[src/rtl/seq_mul_param_if.sv]
// Handshake/operand bundle for the sequential multiplier: the requester drives
// start/sgn/A/B, the multiplier returns O/busy/done.
interface seq_mul_param_if #(
  parameter int W = 8
);
  logic             start;
  logic             sgn;
  logic [W-1:0]     A;
  logic [W-1:0]     B;
  logic [2*W-1:0]   O;
  logic             busy;
  logic             done;

  modport master (
    output start, sgn, A, B,
    input  O, busy, done
  );

  modport slave (
    input  start, sgn, A, B,
    output O, busy, done
  );
endinterface

[src/rtl/seq_mul_param.sv]
// Parametrised shift-add multiplier: W-bit operands, 2W-bit product, optional
// two's-complement mode; one product every W+2 cycles via IDLE -> CALC -> FIX.
module seq_mul_param #(
  parameter int W         = 8,
  parameter bit SIGNED_EN = 1'b1
) (
  input  logic           ck,
  input  logic           rst_n,
  seq_mul_param_if.slave bus
);

  localparam int CW = $clog2(W + 1);

  typedef enum logic [1:0] {
    IDLE = 2'd0,
    CALC = 2'd1,
    FIX  = 2'd2
  } state_e;

  state_e           state_q, state_d;
  logic [2*W:0]     acc_q, acc_d;
  logic [W-1:0]     mag_a_q, mag_a_d;
  logic [W-1:0]     mag_b_q, mag_b_d;
  logic             neg_q, neg_d;
  logic [CW-1:0]    cnt_q, cnt_d;
  logic [2*W-1:0]   o_q, o_d;
  logic             busy_q, busy_d;
  logic             done_q, done_d;

  logic             sgn_eff;
  logic [W:0]       acc_hi_sum;
  logic [2*W:0]     acc_sum;

  assign sgn_eff = SIGNED_EN & bus.sgn;

  always_comb begin
    // NOTE: every variable gets a default before the case so no path leaves it
    // unassigned; otherwise synthesis infers a latch.
    state_d    = state_q;
    acc_d      = acc_q;
    mag_a_d    = mag_a_q;
    mag_b_d    = mag_b_q;
    neg_d      = neg_q;
    cnt_d      = cnt_q;
    o_d        = o_q;
    busy_d     = busy_q;
    done_d     = 1'b0;
    acc_hi_sum = '0;
    acc_sum    = '0;

    case (state_q)
      IDLE: begin
        if (bus.start) begin
          // Magnitudes are W-bit unsigned; -2^(W-1) negates to itself, which
          // is the correct unsigned magnitude.
          mag_a_d = (sgn_eff && bus.A[W-1]) ? -bus.A : bus.A;
          mag_b_d = (sgn_eff && bus.B[W-1]) ? -bus.B : bus.B;
          neg_d   = sgn_eff & (bus.A[W-1] ^ bus.B[W-1]);
          acc_d   = '0;
          cnt_d   = '0;
          busy_d  = 1'b1;
          state_d = CALC;
        end
      end

      CALC: begin
        // Upper W+1 bits take the conditional add with carry; the whole
        // {acc, mag_b} chain then shifts right so the next multiplier bit lands in bit 0.
        acc_hi_sum         = acc_q[2*W:W] + (mag_b_q[0] ? {1'b0, mag_a_q} : '0);
        acc_sum            = {acc_hi_sum, acc_q[W-1:0]};
        {acc_d, mag_b_d}   = {acc_sum, mag_b_q} >> 1;
        cnt_d              = cnt_q + CW'(1);
        if (cnt_q == CW'(W - 1)) begin
          state_d = FIX;
        end
      end

      FIX: begin
        o_d     = neg_q ? -acc_q[2*W-1:0] : acc_q[2*W-1:0];
        done_d  = 1'b1;
        busy_d  = 1'b0;
        state_d = IDLE;
      end

      default: begin
        state_d = IDLE;
      end
    endcase
  end

  // NOTE: state registers use non-blocking assignments so every flop samples
  // the pre-edge value regardless of statement order.
  always_ff @(posedge ck or negedge rst_n) begin
    if (!rst_n) begin
      state_q <= IDLE;
      acc_q   <= '0;
      mag_a_q <= '0;
      mag_b_q <= '0;
      neg_q   <= 1'b0;
      cnt_q   <= '0;
      o_q     <= '0;
      busy_q  <= 1'b0;
      done_q  <= 1'b0;
    end else begin
      state_q <= state_d;
      acc_q   <= acc_d;
      mag_a_q <= mag_a_d;
      mag_b_q <= mag_b_d;
      neg_q   <= neg_d;
      cnt_q   <= cnt_d;
      o_q     <= o_d;
      busy_q  <= busy_d;
      done_q  <= done_d;
    end
  end

  assign bus.O    = o_q;
  assign bus.busy = busy_q;
  assign bus.done = done_q;

endmodule

[src/flat_wrapper.sv]
// flat-port wrapper written by rule: the top's interface ports become plain ports
module seq_mul_param_flat 
#(
  parameter int W         = 8,
  parameter bit SIGNED_EN = 1'b1
)
  (ck, rst_n, bus_start, bus_sgn, bus_A, bus_B, bus_O, bus_busy, bus_done);
  seq_mul_param_if #(.W(W)) bus_i ();
  input  logic ck;
  input  logic rst_n;
  input wire logic [$bits(bus_i.start)-1:0] bus_start;
  input wire logic [$bits(bus_i.sgn)-1:0] bus_sgn;
  input wire logic [$bits(bus_i.A)-1:0] bus_A;
  input wire logic [$bits(bus_i.B)-1:0] bus_B;
  output wire logic [$bits(bus_i.O)-1:0] bus_O;
  output wire logic [$bits(bus_i.busy)-1:0] bus_busy;
  output wire logic [$bits(bus_i.done)-1:0] bus_done;
  assign bus_i.start = bus_start;
  assign bus_i.sgn = bus_sgn;
  assign bus_i.A = bus_A;
  assign bus_i.B = bus_B;
  assign bus_O = bus_i.O;
  assign bus_busy = bus_i.busy;
  assign bus_done = bus_i.done;
  seq_mul_param #(.W(W), .SIGNED_EN(SIGNED_EN)) u_core (.ck(ck), .rst_n(rst_n), .bus(bus_i));
endmodule
[config.mk]
export PLATFORM = sky130hd
export DESIGN_NAME = seq_mul_param_flat
export DESIGN_NICKNAME = d
export VERILOG_FILES = /design/src/rtl/seq_mul_param_if.sv /design/src/rtl/seq_mul_param.sv /design/src/flat_wrapper.sv
export SDC_FILE = /design/constraint.sdc
export NUM_CORES = 1
export LEC_CHECK = 0
export ABC_AREA = 1
export CORE_MARGIN = 5
export CORE_UTILIZATION = 51
export DETAILED_ROUTE_END_ITERATION = 8
export PLACE_DENSITY = 0.77
export SLEW_MARGIN = 5
export SYNTH_ARGS = -nofsm -noshare
export SYNTH_HDL_FRONTEND = slang
export SYNTH_SLANG_ARGS = --single-unit
[constraint.sdc]
create_clock -name ck -period 1.69 [get_ports ck]
set_clock_uncertainty 0.1 [all_clocks]
set_input_delay 0.338 -clock ck [delete_from_list [all_inputs] [get_ports ck]]
set_output_delay 0.338 -clock ck [all_outputs]
set_load 0.05 [all_outputs]
==> flow_metrics.env <==
export IMPL_status="finished, violations left"
export IMPL_violations="negative setup slack"
export IMPL_place_area_mm2=0.004028
export IMPL_critPathMaxStageDelay_ps=470
export IMPL_grt_use_total=0.1813
export IMPL_yosysWarningCount=0
export IMPL_pin_count=38
export IMPL_synthCells=420
export IMPL_crit_type="reg2reg"
export IMPL_grt_pass1_vias=2818
export IMPL_drt_iter0_markers=126
export IMPL_dieHeight_um=89.75
export IMPL_ys_seq_elements=57
export IMPL_finalNetCount=521
export IMPL_drc=0
export IMPL_fin_hold_ws_ps=364.3
export IMPL_stdcell_area_mm2=0.004397
export IMPL_seqCellArea_mm2=0.001428
export IMPL_dr_pass1_iters=4
export IMPL_io_buffers=37
export IMPL_clk_pin_slew_ps=70
export IMPL_critPathRequiredTime_ps=1850
export IMPL_post_route_min_period_ps=1862
export IMPL_arrival_ps=2030
export IMPL_ant_nets=0
export IMPL_mostFrequentLayoutCell="nand2_1"
export IMPL_avgViaCountPerCell=5.200
export IMPL_hold_path_class="in2async"
export IMPL_grt_pass1_wl_um=12160
export IMPL_die_x_um=89.75
export IMPL_synth_top_area_cell="dfrtp_1"
export IMPL_htree_num_levels=3
export IMPL_grt_overflow_total=0
export IMPL_syn_num_nets=453
export IMPL_cts_root_buf="clkbuf_8"
export IMPL_detail_route_wirelength_um=7342
export IMPL_timing_critical_path_buf_inv=3
export IMPL_cts_buffers=9
export IMPL_fmax_mhz=536.9
export IMPL_clock_path_buffers=2
export IMPL_slew_viol_final=0
export IMPL_crit_chain="nand2_2 -> inv_2 -> ha_4 -> fa_2 -> buf_4 -> buf_6 -> xnor2_2 -> o22ai_1"
export IMPL_cp_start_kind="register"
export IMPL_grt_max_degree=40
export IMPL_cp_end_kind="register"
export IMPL_routedWlPerCell_um=12.88
export IMPL_total_leakage_power_nw=2.196
export IMPL_coreArea_mm2=0.006277
export IMPL_cap_viol_max_count=0
export IMPL_start_util=0.5166
export IMPL_cts_tree="yes"
export IMPL_drive_gt1_frac=0.2312
export IMPL_multi_input_area_mm2=0.001669
export IMPL_peakVddDrop_mv=1.128
export IMPL_num_antenna_cells=0
export IMPL_clkLatencyLatePin_ps=350
export IMPL_syn2layout_area_growth_pct=35.57
export IMPL_critical_path_top_delay_family="adder cells"
export IMPL_hold_viol_final=0
export IMPL_slowest_stage="dfrtp_2"
export IMPL_seq_area_frac_synth=0.4398
export IMPL_cts_sinks=57
export IMPL_synth_avg_cell_area_um2=7.722
export IMPL_gp_congestion=0.8468
export IMPL_worstMarginPinSlew_ps=632.6
export IMPL_ys_types=31
export IMPL_synth_area_mm2=0.003243
export IMPL_rows=29
export IMPL_nFillCells=503
export IMPL_power_density_mw_per_mm2=1976
export IMPL_ys_top_cells_by_area="dfrtp_1 44%, nand2_1 14%, inv_1 6.0%"
export IMPL_post_route_util=0.7004
export IMPL_place_hpwl_um=5081
export IMPL_fin_crit_sh=1.102
export IMPL_antenna_found_initial=0
export IMPL_rsz0062_at_grt="yes"
export IMPL_vias=2964
export IMPL_crit_path_max_fanout=7
export IMPL_setup_viol=6
export IMPL_final_cell_mix="114 x nand2_1, 56 x dfrtp_1, 47 x inv_1"
export IMPL_netlist_area_leader_share=0.4398
export IMPL_worst_slack_ps=-172.4
export IMPL_setup_tns_final_ps=-595.3
export IMPL_max_slew_margin=0.5778
export IMPL_dieArea_mm2=0.008054
## synthesized netlist by cell type
library cell	instances
buf_2	7
nand2_4	2
nand2_2	5
nor2_2	3
nand4_1	4
o21ai_1	17
xor2_1	9
a21oi_1	12
o21ai_2	1
o21ai_0	18
a21boi_0	1
inv_1	52
fa_1	1
a22oi_2	3
buf_4	2
a22o_1	1
a31o_2	1
xnor2_1	4
o22ai_1	12
clkbuf_1	1
nor3_1	1
nand3_1	34
a22oi_1	3
inv_2	4
buf_6	1
nor2_1	25
or2_1	1
ha_1	12
dfrtp_1	57
o211ai_1	2
nand2_1	124
## sequential cells by signal (all words and copies together), names as in the netlist
name,cells
u_core.acc_q,16
u_core.bus.O,16
u_core.mag_a_q,8
u_core.mag_b_q,8
u_core.cnt_q,4
u_core.state_q,2
u_core.bus.busy,1
u_core.bus.done,1
u_core.neg_q,1
## worst register-to-register path: cells and delay by family (launching register included)
| kind | cells | cell delay [ps] |
|---|---|---|
| AOI/OAI and AO/OA | 1 | 170 |
| adders and majority gates | 2 | 530 |
| buffers and inverters | 3 | 300 |
| DFF | 1 | 470 |
| and+or+nand+nor | 1 | 90 |
| xor gates and xnor gates | 1 | 120 |
## where the power goes
part	total, W	internal (W)	switching [W]
clock	0.00130	0.000721	0.000580
sequential	0.00254	0.00196	0.000579
combinational	0.00484	0.00219	0.00266
## metal layers
metal | vias to the layer above | track usage | routed length (µm)
li1 | 1500 | - | -
met1 | 1364 | 0.2141 | 3095
met5 | - | 0 | 0
met4 | 0 | 0.07683 | 288
met2 | 79 | 0.2988 | 3612
met3 | 21 | 0.06260 | 346
## path summary, 6_finish.rpt
path	from	end	slack [ps]	depth (start not counted)
setup / recovery	u_core.mag_b_q[0]$_DFFE_PN0P_	u_core.acc_q[9]$_DFFE_PN0P_	-170	8
hold / removal	rst_n	u_core.bus.O[11]$_DFFE_PN0P_	360	2
setup reg to reg	u_core.mag_b_q[0]$_DFFE_PN0P_	u_core.acc_q[9]$_DFFE_PN0P_	-170	8
hold reg to reg	u_core.mag_a_q[6]$_DFFE_PN0P_	u_core.mag_a_q[6]$_DFFE_PN0P_	380	2
max in group asynchronous	rst_n	u_core.mag_b_q[0]$_DFFE_PN0P_	570	3
min in group ck	u_core.mag_a_q[6]$_DFFE_PN0P_	u_core.mag_a_q[6]$_DFFE_PN0P_	380	2
## kinds of logic after synthesis
logic type,Yosys count,synth area share
AO/OA/AOI/OAI,71,0.1292
XOR/XNOR,13,0.03511
adder cells (fa/ha/maj),13,0.05247
buffers and inverters,67,0.08487
flip-flops,57,0.4398
AND/OR/NAND/NOR,199,0.2585
## area by class of cell
type | instances | area share
tap | 77 | 0.02191
clock inverter | 6 | 0.01537
sequential | 57 | 0.3247
timing repair buffer | 68 | 0.1793
multi-input combinational | 296 | 0.3796
inverter | 56 | 0.04781
clock buffer | 10 | 0.03130
## per-stage QoR
stage	total power (W)	instances	worst slack [ps]
after floorplan	0.005363	420	-86.28
after detailed placement	0.006990	549	-156.1
after global routing	0.009328	570	-261.4
after global placement	0.006833	549	-95.58
final	0.008689	570	-172.4
after CTS	0.008390	566	-108.5
## timing repair
item                       in CTS  in global routing
setup buffers                   0                  4
resized for setup              10                 21
pin swaps                       4                  9
hold endpoints to repair       18                  0
setup endpoints to repair       7                 10
hold buffers                    1                  0
(Power assumes the default switching activity.)
